--- src/rtl/connect4_pkg.sv ---
// Shared definitions for the Connect-4 board logic: player codes, cell
// indexing, the ten 4-in-a-row line masks and the win checker state encoding.
package connect4_pkg;

  localparam int BOARD_CELLS = 16;
  localparam int N_LINES     = 10;

  // Player codes, identical to the ColumnSelector state encoding
  localparam logic [1:0] P_NONE = 2'b00;
  localparam logic [1:0] P1     = 2'b01;
  localparam logic [1:0] P2     = 2'b10;

  // Bit position of cell (r, c); row 0 is the bottom row
  function automatic int idx(input int r, input int c);
    return r * 4 + c;
  endfunction

  // Scan order: rows 0-3, columns 0-3, diagonal, anti-diagonal.
  // The order matters: the lowest-index winning line is the one reported.
  localparam logic [15:0] LINE_MASK [0:N_LINES-1] = '{
    16'h000F, 16'h00F0, 16'h0F00, 16'hF000,
    16'h1111, 16'h2222, 16'h4444, 16'h8888,
    16'h8421, 16'h1248
  };

  typedef enum logic [1:0] {
    IDLE   = 2'd0,
    SCAN   = 2'd1,
    RESULT = 2'd2
  } state_t;

endpackage

--- src/rtl/win_checker_line_eval.sv ---
// Combinational evaluation of one candidate line: hit when all cells under
// the mask are occupied and share a single owner.
module line_eval
  import connect4_pkg::*;
(
  input  logic [15:0] board,
  input  logic [15:0] owners,
  input  logic [15:0] mask,
  output logic        hit,
  output logic [1:0]  owner
);

  logic full;
  logic all_p1;
  logic all_p2;

  // Occupancy and uniform-ownership tests over the masked cells
  always_comb begin
    full   = ((board & mask) == mask);
    all_p1 = ((owners & mask) == 16'h0000);
    all_p2 = ((owners & mask) == mask);
    hit    = full && (all_p1 || all_p2);
    owner  = all_p2 ? P2 : P1;
  end

endmodule

--- config.mk ---
export PLATFORM = sky130hd
export DESIGN_NAME = line_eval
export DESIGN_NICKNAME = d
export VERILOG_FILES = /design/src/rtl/connect4_pkg.sv /design/src/rtl/win_checker_line_eval.sv
export SDC_FILE = /design/constraint.sdc
export NUM_CORES = 1
export LEC_CHECK = 0
export ABC_AREA = 1
export BUFFER_PORTS_ARGS = -buffer_cell sky130_fd_sc_hd__buf_2
export CAP_MARGIN = 20
export CORE_AREA = 2 2 39 41
export DETAILED_ROUTE_END_ITERATION = 12
export DIE_AREA = 0 0 41 43
export PLACE_DENSITY = 0.82
export REMOVE_ABC_BUFFERS = 1
export SLEW_MARGIN = 20
export SYNTH_ARGS = -nofsm -noshare
export SYNTH_HDL_FRONTEND = slang
export SYNTH_SLANG_ARGS = --single-unit
--- constraint.sdc ---
create_clock -name vclk -period 0.91
set_clock_uncertainty 0.2 [all_clocks]
set_input_delay 0 -clock vclk [all_inputs]
set_output_delay 0 -clock vclk [all_outputs]
set_load 0.01 [all_outputs]
# ---- After elaboration in Yosys (flattened, before gate mapping)
# Index checks and enable logic that the tools add are counted.
dict set report totals {
  input_bits 48
  output_inout_bits 3
  ff_bits 0
  elab_cells 8
}
dict set report op_classes {
  n_eq_ne 2
  bitwise 2
  n_reduce_logical 3
  n_mux 1
}
# op n
set ops {}
lappend ops {{16-bit AND} 2}
lappend ops {{16-bit == test} 2}
lappend ops {{16-bit logical NOT} 1}
lappend ops {{2-bit two-way mux} 1}
lappend ops {{1-bit logical AND} 1}
lappend ops {{1-bit logical OR} 1}

# ---- Longest topological paths before layout
# Gate-level depths: netlist of the first run.
dict set report logic_depth {
  word_depth 4
  ltp_mapped 8
  depth_no_buf 8
}

# ---- Worst setup path before layout of the first run
# OpenSTA, ideal clock, no wires.
dict set report synth_timing {
  path_type {in2out}
  from {in owners[8]}
  to {out hit}
  t_required_ps 710
  path_slack_ps 152
  t_arrival_ps 558
  path_stages 8
  cell_sequence {inv_1 -> nand2_1 -> nand2_1 -> nor2_1 -> nand2_1 -> nor2_4 -> nor2_2 -> nor2_2}
}
dict set report synth_between {
  elab_chain_cells 4
  elab_cells_between_ends 5
}
# item line
set synth_lines {}
lappend synth_lines {{start, declared} win_checker_line_eval.sv:7} ;# input logic [15:0] owners,
lappend synth_lines {{16-bit AND} win_checker_line_eval.sv:21} ;# all_p2 = ((owners & mask) == mask);
lappend synth_lines {{16-bit == test} win_checker_line_eval.sv:21}
lappend synth_lines {{named net all_p2} win_checker_line_eval.sv:15} ;# logic all_p2;
lappend synth_lines {{1-bit logical OR} win_checker_line_eval.sv:22} ;# hit = full && (all_p1 || all_p2);
lappend synth_lines {{1-bit logical AND} win_checker_line_eval.sv:22}
lappend synth_lines {{end, declared} win_checker_line_eval.sv:9} ;# output logic hit,
# The timed path passes the listed nets, and every way through them passes these cells.

# ---- Worst setup path after layout of the first run
dict set report layout_timing {
  from {in mask[14]}
  to {out hit}
}
dict set report layout_between {
  elab_chain_cells 4
  elab_cells_between_ends 7
}
# item line
set layout_lines {}
lappend layout_lines {{start, declared} win_checker_line_eval.sv:8} ;# input logic [15:0] mask,
lappend layout_lines {{16-bit AND} {win_checker_line_eval.sv:20, win_checker_line_eval.sv:21}}
lappend layout_lines {{16-bit == test / 16-bit logical NOT (equally long branches)} {win_checker_line_eval.sv:21, win_checker_line_eval.sv:20}}
lappend layout_lines {{1-bit logical OR} win_checker_line_eval.sv:22}
lappend layout_lines {{1-bit logical AND (*)} win_checker_line_eval.sv:22}
# Every way passes the cells marked *; elsewhere a longest branch is shown, timed or not.

==> flow_metrics.py, run 1 <==
metrics = {
    "timing": {
        "final.period_utilization": 1.09,
        "fin_crit_ps": 989,
        "hold_violations": 0,
        "relSlewSlack": 0.871,
        "final_max_slew_viol_count": 0,
        "setup_viol": 2,
        "worst_slew_pin_slew_ps": 192,
        "fmax_ghz": 1.01,
        "rsz0062_at_grt": "true",
        "fin_ws_ps": -79.3,
    },
    "final_layout": {
        "seq_cells": 0,
        "stdcell_area_sq_um": 957,
        "final_nets": 218,
        "syn2layout_area_growth_pct": 103,
        "regArea_sq_um": 0,
        "diodes": 0,
        "drive_gt1_frac": 0.476,
        "fillers": 129,
        "clkbuf_count": 0,
    },
    "synthesis": {
        "synth_area_leaders": "nand2_1 (46%), inv_1 (25%), nor2_1 (9.5%)",
        "syn_area_sq_um": 472,
        "yosysTopAreaCellShare": 0.462,
        "synth_top_area_cell": "nand2_1",
        "yosys_warnings": 0,
        "synthTopCellsByCount": "nand2_1 (58), inv_1 (32), nor2_1 (12), o21ai_1 (5)",
        "synth_most_common_cell": "nand2_1",
        "seq_area_frac_synth": 0,
        "synth.avg_cell_area_sq_um": 4.03,
        "synth_cell_type_count": 12,
        "synthCells": 117,
    },
    "floorplanning": {
        "dieArea_sq_um": 1760,
        "initial_core_util": 0.341,
        "fp.coreArea_sq_um": 1380,
        "die_x_um": 41,
        "placementRows": 14,
        "die_h_um": 43,
        "ios": 51,
    },
    "setup_path": {
        "critical_path.cell_chain": "buf_6 -> nand2_2 -> nand2_2 -> nor2_2 -> nand2_2 -> nor2_4 -> nor2_2 -> nor2_2 -> buf_2",
        "worst_ep_required_time_ps": 710,
        "cp-end-kind": "primary output",
        "path_max_fanout": 3,
        "startpoint_type": "primary input",
        "slowest_delay_ps": 150,
        "slowest_stage": "nor2_4",
        "path_class": "in2out",
        "arrival_ps": 790,
    },
    "power_and_ir_drop": {
        "ir_drop_v": 0.000230,
        "p_leak_uw": 0.000625,
        "cellPowerDensity_nw_per_um2": 384,
        "seq_power_share": 0,
        "switching_share": 0.421,
        "netSwitchingPower_uw": 155,
        "p_int_uw": 213,
        "power_uw": 368,
        "combPwrFrac": 1.000,
        "power.clock.fraction": 0,
    },
    "detailed_routing": {
        "dr_wl_met3_um": 116,
        "first_pass_iters": 2,
        "ant_nets": 0,
        "dr_total_vias": 808,
        "wl_per_cell_um": 8.35,
        "wl_met2_um": 870,
        "drtIter0Drc": 5,
        "top_layer_used": "met3",
        "viasPerCell": 4.39,
        "drc": 0,
        "wl_met1_um": 550,
        "routed_wl_mm": 1.54,
    },
    "clocking": {
        "cts_setup_buffers": 0,
        "holdBufCountCts": 0,
    },
    "global_routing": {
        "grt_pass1_wl_mm": 2.17,
        "grt_use_total": 0.164,
        "grt_max_degree": 4,
        "grt_pass1_vias": 658,
        "antenna_found_initial": 0,
        "grt.overflow.total": 0,
    },
    "place": {
        "place_area_sq_um": 747,
        "gp_congestion": 0.686,
        "dpl.hpwl_mm": 1.24,
        "io_buffers": 51,
        "place_ws_ps": -93.2,
    },
    "outcome": {
        "status": "finished, violations left",
        "violations": "negative setup slack",
    },
    "min_path": {
        "holdPathStages": 7,
        "hp-start": "mask[2]",
        "hp-class": "in2out",
        "whs_endpoint": "owner[1]",
    },
    "job": {
        "maxCapViolCount": 0,
    },
}
power groups by stage:
stage	registers, uW	clock network [uW]	logic (uW)
3_3_place_gp	0	0	261
5_1_grt	0	0	416
3_5_place_dp	0	0	270
4_1_cts	0	0	309
2_1_floorplan	0	0	124
6_report	0	0	368
how the worst max path moves through the flow:
stage | end | startpoint | depth (start not counted) | slack, ps
after detailed placement | hit | mask[10] | 9 | -90
after global placement | hit | mask[10] | 9 | -60
after floorplan | hit | owners[8] | 8 | 110
after global routing | hit | owners[5] | 10 | -170
final | hit | mask[14] | 9 | -80
after CTS | hit | mask[10] | 9 | -60
area by class of cell:
type,count,area (sq um),area share
well taps,16,20.0,0.0209
inverters,32,120,0.125
repair buffers,52,432,0.451
multi-input cells,84,385,0.403
critical path, delay by kind of cell:
kind / cells / cell delay [ps]
simple gates: 7 / 570
buf+inv: 2 / 230
cell families (layout without fill, tap and decap cells):
| kind of cell | after synthesis | in the layout | share of synthesized area |
|---|---|---|---|
| buf+inv | 33 | 84 | 0.271 |
| compound gates | 8 | 8 | 0.0849 |
| simple gates | 76 | 76 | 0.645 |
per-layer routing:
layer,vias up,GRT usage
li1,434,-
met1,346,0.180
met2,28,0.306
met3,0,0.0209
met4,0,0.0333
met5,-,0
stage by stage:
step / setup TNS, ps / util / std cells / hold WS (ps)
2_1_floorplan: 0 / - / 116 / -38.0
3_3_place_gp: -67.3 / 0.540 / 184 / 242
3_5_place_dp: -116 / 0.540 / 184 / 246
4_1_cts: -62.0 / 0.603 / 184 / 247
5_1_grt: -255 / 0.692 / 184 / 263
6_report: -79.6 / 0.692 / 184 / 234
repair_timing:
| action | 4_1_cts | 5_1_grt |
|---|---|---|
| pin swaps | 9 | 9 |
| gates resized for setup | 16 | 38 |
| setup endpoints to repair | 2 | 3 |
cell usage in the layout (no fill, tap or decap), drive strengths merged:
| cell type | synthesis | routed |
|---|---|---|
| nand3 | 1 | 1 |
| nand4 | 1 | 1 |
| inv | 32 | 32 |
| nand2 | 59 | 59 |
| o21ai | 7 | 7 |
| buf | 1 | 52 |
| a21oi | 1 | 1 |
| nor2 | 15 | 15 |
No activity file was read; power rests on OpenSTA's default activity.
==> run 2: changes to the inputs <==
==> constraint.sdc (replaced) <==
create_clock -name vclk -period 0.91
set_clock_uncertainty 0.2 [all_clocks]
set_input_delay 0 -clock vclk [all_inputs]
set_output_delay 0 -clock vclk [all_outputs]
set_load 0.02 [all_outputs]
==> run 2 against run 1 <==
  * The run still ends with negative setup slack left
  * Final cell count unchanged
  * Global-route usage down 1.1 points
  * Via count decreased by 0.50%
  * Combinational power shrank 9.2%
  * Core utilization shrank 4.5 points
  * Fmax shrank 0.68%
  * Wire length decreased by 7.0%
  * Flip-flop and latch count is the same
  * Non-clock buffer count stayed put
==> flow_metrics.py, run 2 (same netlist as run 1, synthesis figures left out) <==
metrics = {
    "outcome": {
        "status": "finished, violations left",
        "violations": "negative setup slack",
    },
    "min_path": {
        "hp-start": "board[8]",
        "hp-class": "in2out",
        "whs_endpoint": "hit",
        "holdPathStages": 6,
    },
    "timing": {
        "setup_viol": 3,
        "fin_ws_ps": -86.1,
        "hold_violations": 0,
        "rsz0062_at_grt": "true",
        "fmax_ghz": 1.00,
        "relSlewSlack": 0.871,
        "final.period_utilization": 1.09,
        "worst_slew_pin_slew_ps": 191,
        "final_max_slew_viol_count": 0,
        "fin_crit_ps": 996,
    },
    "detailed_routing": {
        "viasPerCell": 4.37,
        "dr_total_vias": 804,
        "drc": 0,
        "ant_nets": 0,
        "drtIter0Drc": 7,
        "routed_wl_mm": 1.43,
        "first_pass_iters": 3,
        "wl_per_cell_um": 7.77,
    },
    "global_routing": {
        "grt.overflow.total": 0,
        "grt_pass1_wl_mm": 2.05,
        "antenna_found_initial": 0,
        "grt_max_degree": 4,
        "grt_use_total": 0.153,
        "grt_pass1_vias": 625,
    },
    "power_and_ir_drop": {
        "ir_drop_v": 0.000182,
        "cellPowerDensity_nw_per_um2": 373,
        "p_leak_uw": 0.000611,
        "power_uw": 334,
    },
    "clocking": {
        "cts_setup_buffers": 0,
        "holdBufCountCts": 0,
    },
    "setup_path": {
        "path_max_fanout": 3,
        "startpoint": "owners[11]",
        "cp_top_family": "simple AND/OR/NAND/NOR gates",
        "slowest_stage": "nor2_4",
        "cp.buffers_inverters": 3,
        "path_class": "in2out",
        "worst_ep_required_time_ps": 710,
        "startpoint_type": "primary input",
        "arrival_ps": 800,
        "critical_path.cell_chain": "buf_6 -> inv_2 -> nand2_1 -> nand2_1 -> nor2_1 -> nand2_1 -> nor2_4 -> nor2_2 -> nor2_2 -> buf_6",
        "cp_common_cell": "nand2_1",
        "cp-end-kind": "primary output",
        "slowest_delay_ps": 140,
    },
    "final_layout": {
        "seq_cells": 0,
        "drive_gt1_frac": 0.411,
        "clkbuf_count": 0,
        "regArea_sq_um": 0,
        "syn2layout_area_growth_pct": 89.7,
        "diodes": 0,
        "mostFrequentLayoutCells": "nand2_1 (55), buf_2 (30), inv_1 (25)",
        "final_nets": 218,
        "mostFrequentLayoutCell": "nand2_1",
        "final_core_util": 0.646,
        "stdcell_area_sq_um": 895,
    },
    "floorplanning": {
        "dieArea_sq_um": 1760,
        "ios": 51,
        "initial_core_util": 0.341,
        "placementRows": 14,
        "fp.coreArea_sq_um": 1380,
        "die_h_um": 43,
        "die_x_um": 41,
    },
    "job": {
        "maxCapViolCount": 0,
    },
    "place": {
        "io_buffers": 51,
        "dpl.hpwl_mm": 1.24,
        "place_ws_ps": -127,
        "gp_congestion": 0.686,
        "place_area_sq_um": 747,
    },
}
==> run 2: cell count changes in the layout (fill, tap and decap cells not counted) <==
cell / previous run / this run
nand2_1: 47 / 55
nand2_2: 12 / 4
buf_2: 24 / 30
buf_6: 27 / 21
nor2_1: 8 / 10
nor2_2: 6 / 4
inv_1: 24 / 25
inv_2: 8 / 7
==> run 2: worst max path at each step <==
stage                      to  cells after the start  slack [ps]
after detailed placement  hit                      9        -130
after global placement    hit                      9        -100
after CTS                 hit                      9         -90
after floorplan           hit                      8         -10
final                     hit                     10         -90
after global routing      hit                      9        -190
==> run 2: area by class of cell <==
type / count / area (sq um)
inverters: 32 / 120
fillers: 128 / 489
repair buffers: 52 / 394
well taps: 16 / 20.0
multi-input cells: 84 / 360
==> run 2: worst min-delay path, cell delays in order <==
cell and delay, ps:
buf_2 90, inv_1 50, a21oi_1 60, nand4_1 80
nor2_2 50, buf_6 120
==> run 2: metrics by stage <==
| stage | setup TNS, ps | hold WS, ps | std cells |
|---|---|---|---|
| after floorplan | -9.53 | -20.7 | 116 |
| after global placement | -127 | 262 | 184 |
| after detailed placement | -200 | 265 | 184 |
| after CTS | -122 | 265 | 184 |
| after global routing | -366 | 279 | 184 |
| final | -95.7 | 239 | 184 |
==> run 2: routing by layer <==
layer	wire, um	global-route usage	vias to the layer above
li1	-	-	436
met4	0	0	0
met5	0	0	-
met3	122	0	0
met2	766	0.306	28
met1	540	0.174	340
==> run 2: timing repair <==
action	CTS	global route
pin swaps	2	9
resized for setup	3	34
endpoints found under the setup margin	3	3
hold endpoints to repair	0	0
==> run 2: where the power goes <==
part           total (uW)  switching, uW  internal [uW]
Clock                   0              0              0
Combinational         334            143            191
Sequential              0              0              0
Total                 334            143            191
==> run 3: changes to the inputs <==
--- a/config.mk
+++ b/config.mk
@@ -11,6 +11,7 @@
 export CORE_AREA = 2 2 39 41
 export DETAILED_ROUTE_END_ITERATION = 12
 export DIE_AREA = 0 0 41 43
+export GPL_TIMING_DRIVEN = 0
 export PLACE_DENSITY = 0.82
 export REMOVE_ABC_BUFFERS = 1
 export SLEW_MARGIN = 20
==> run 3 against run 2 <==
  * The flow still finishes with violations (negative setup slack)
  * Non-clock buffer count did not move
  * Worst setup slack got worse by 10 ps
  * Global-route usage rose by 1.6 points
  * Critical path type unchanged
  * Highest routed layer unchanged
==> flow_metrics.py, run 3 (same netlist as run 1, synthesis figures left out) <==
metrics = {
    "outcome": {
        "status": "finished, violations left",
        "violations": "negative setup slack",
    },
    "floorplanning": {
        "die_x_um": 41,
        "fp.coreArea_sq_um": 1380,
        "dieArea_sq_um": 1760,
        "initial_core_util": 0.341,
        "placementRows": 14,
        "ios": 51,
        "die_h_um": 43,
    },
    "min_path": {
        "hp-start": "mask[8]",
        "whs_endpoint": "hit",
        "hp-class": "in2out",
        "holdPathStages": 5,
    },
    "clocking": {
        "holdBufCountCts": 0,
    },
    "detailed_routing": {
        "drtIter0Drc": 3,
        "ant_nets": 0,
        "dr_total_vias": 792,
        "top_layer_used": "met3",
        "routed_wl_mm": 1.65,
        "viasPerCell": 4.30,
        "wl_met2_um": 979,
        "dr_wl_met3_um": 99,
        "drc": 0,
        "wl_met1_um": 567,
        "first_pass_iters": 3,
        "wl_per_cell_um": 8.95,
    },
    "setup_path": {
        "startpoint_type": "primary input",
        "cp-end-kind": "primary output",
        "slowest_delay_ps": 150,
        "cp_num_cells": 10,
        "path_max_fanout": 3,
        "path_class": "in2out",
        "cp.buffers_inverters": 3,
        "critical_path.cell_chain": "buf_6 -> inv_2 -> nand2_2 -> nand2_2 -> nor2_4 -> nand2_2 -> nor2_4 -> nor2_2 -> nor2_2 -> buf_6",
        "worst_ep_required_time_ps": 710,
        "arrival_ps": 810,
        "cp_common_cell": "nand2_2",
        "cp_top_family": "simple AND/OR/NAND/NOR gates",
        "slowest_stage": "nor2_4",
    },
    "timing": {
        "hold_violations": 0,
        "fin_crit_ps": 1010,
        "fin_ws_ps": -96.4,
        "final_max_slew_viol_count": 0,
        "setup_viol": 3,
        "fmax_ghz": 0.994,
        "rsz0062_at_grt": "true",
        "relSlewSlack": 0.872,
        "holdWs_ps": 174,
        "final.period_utilization": 1.11,
        "worst_slew_pin_slew_ps": 190,
    },
    "final_layout": {
        "clkbuf_count": 0,
        "seq_cells": 0,
        "mostFrequentLayoutCells": "nand2_1 (47), buf_6 (27), buf_2 (24)",
        "mostFrequentLayoutCell": "nand2_1",
        "final_core_util": 0.701,
        "regArea_sq_um": 0,
        "drive_gt1_frac": 0.476,
        "final_nets": 218,
        "diodes": 0,
        "syn2layout_area_growth_pct": 106,
    },
    "power_and_ir_drop": {
        "p_int_uw": 212,
        "power.clock.fraction": 0,
        "p_leak_uw": 0.000625,
        "ir_drop_v": 0.000192,
        "cellPowerDensity_nw_per_um2": 382,
        "netSwitchingPower_uw": 159,
        "switching_share": 0.428,
        "combPwrFrac": 1.000,
        "power_uw": 371,
        "seq_power_share": 0,
    },
    "job": {
        "maxCapViolCount": 0,
    },
    "global_routing": {
        "grt_pass1_vias": 674,
        "grt_max_degree": 4,
        "grt.overflow.total": 0,
        "grt_use_total": 0.169,
        "grt_pass1_wl_mm": 2.24,
        "antenna_found_initial": 0,
    },
    "place": {
        "dpl.hpwl_mm": 1.23,
        "io_buffers": 51,
        "gp_congestion": 0.635,
    },
}
## run 3: stage by stage
stage	cell area, sq um	worst slack [ps]	setup TNS (ps)	instances
final	970	-96.4	-157	184
after detailed placement	739	-122	-195	183
after global routing	970	-191	-371	184
after floorplan	464	-9.53	-9.53	116
after CTS	807	-88.8	-103	183
after global placement	739	-111	-166	183
## run 3: area by class of cell
cell class | count | area (sq um)
Fill cell | 133 | 414
Inverter | 32 | 123
Multi-Input combinational cell | 84 | 388
Tap cell | 16 | 20.0
Timing Repair Buffer | 52 | 439
## run 3: how the worst max path moves through the flow
| stage | start | endpoint | slack (ps) |
|---|---|---|---|
| 2_1_floorplan | owners[8] | hit | -10 |
| 3_3_place_gp | mask[8] | hit | -110 |
| 3_5_place_dp | mask[8] | hit | -120 |
| 4_1_cts | owners[14] | hit | -90 |
| 5_1_grt | owners[2] | hit | -190 |
| 6_report | owners[2] | hit | -100 |
## run 3: repair_timing
item,4_1_cts,5_1_grt
gates cloned,0,0
gates resized for setup,15,44
setup endpoints to repair,3,3
setup buffers,0,1
pin swaps,3,18
## run 3: power groups by stage
stage / clock network [uW] / logic (uW) / registers [uW]
2_1_floorplan: 0 / 125 / 0
4_1_cts: 0 / 295 / 0
3_5_place_dp: 0 / 267 / 0
6_report: 0 / 371 / 0
3_3_place_gp: 0 / 258 / 0
5_1_grt: 0 / 420 / 0
## run 3: layer usage
layer  GRT usage  vias up
li1            -      434
met1       0.177      330
met2       0.350       28
met3     0.00524        0
met4           0        0
met5           0        -
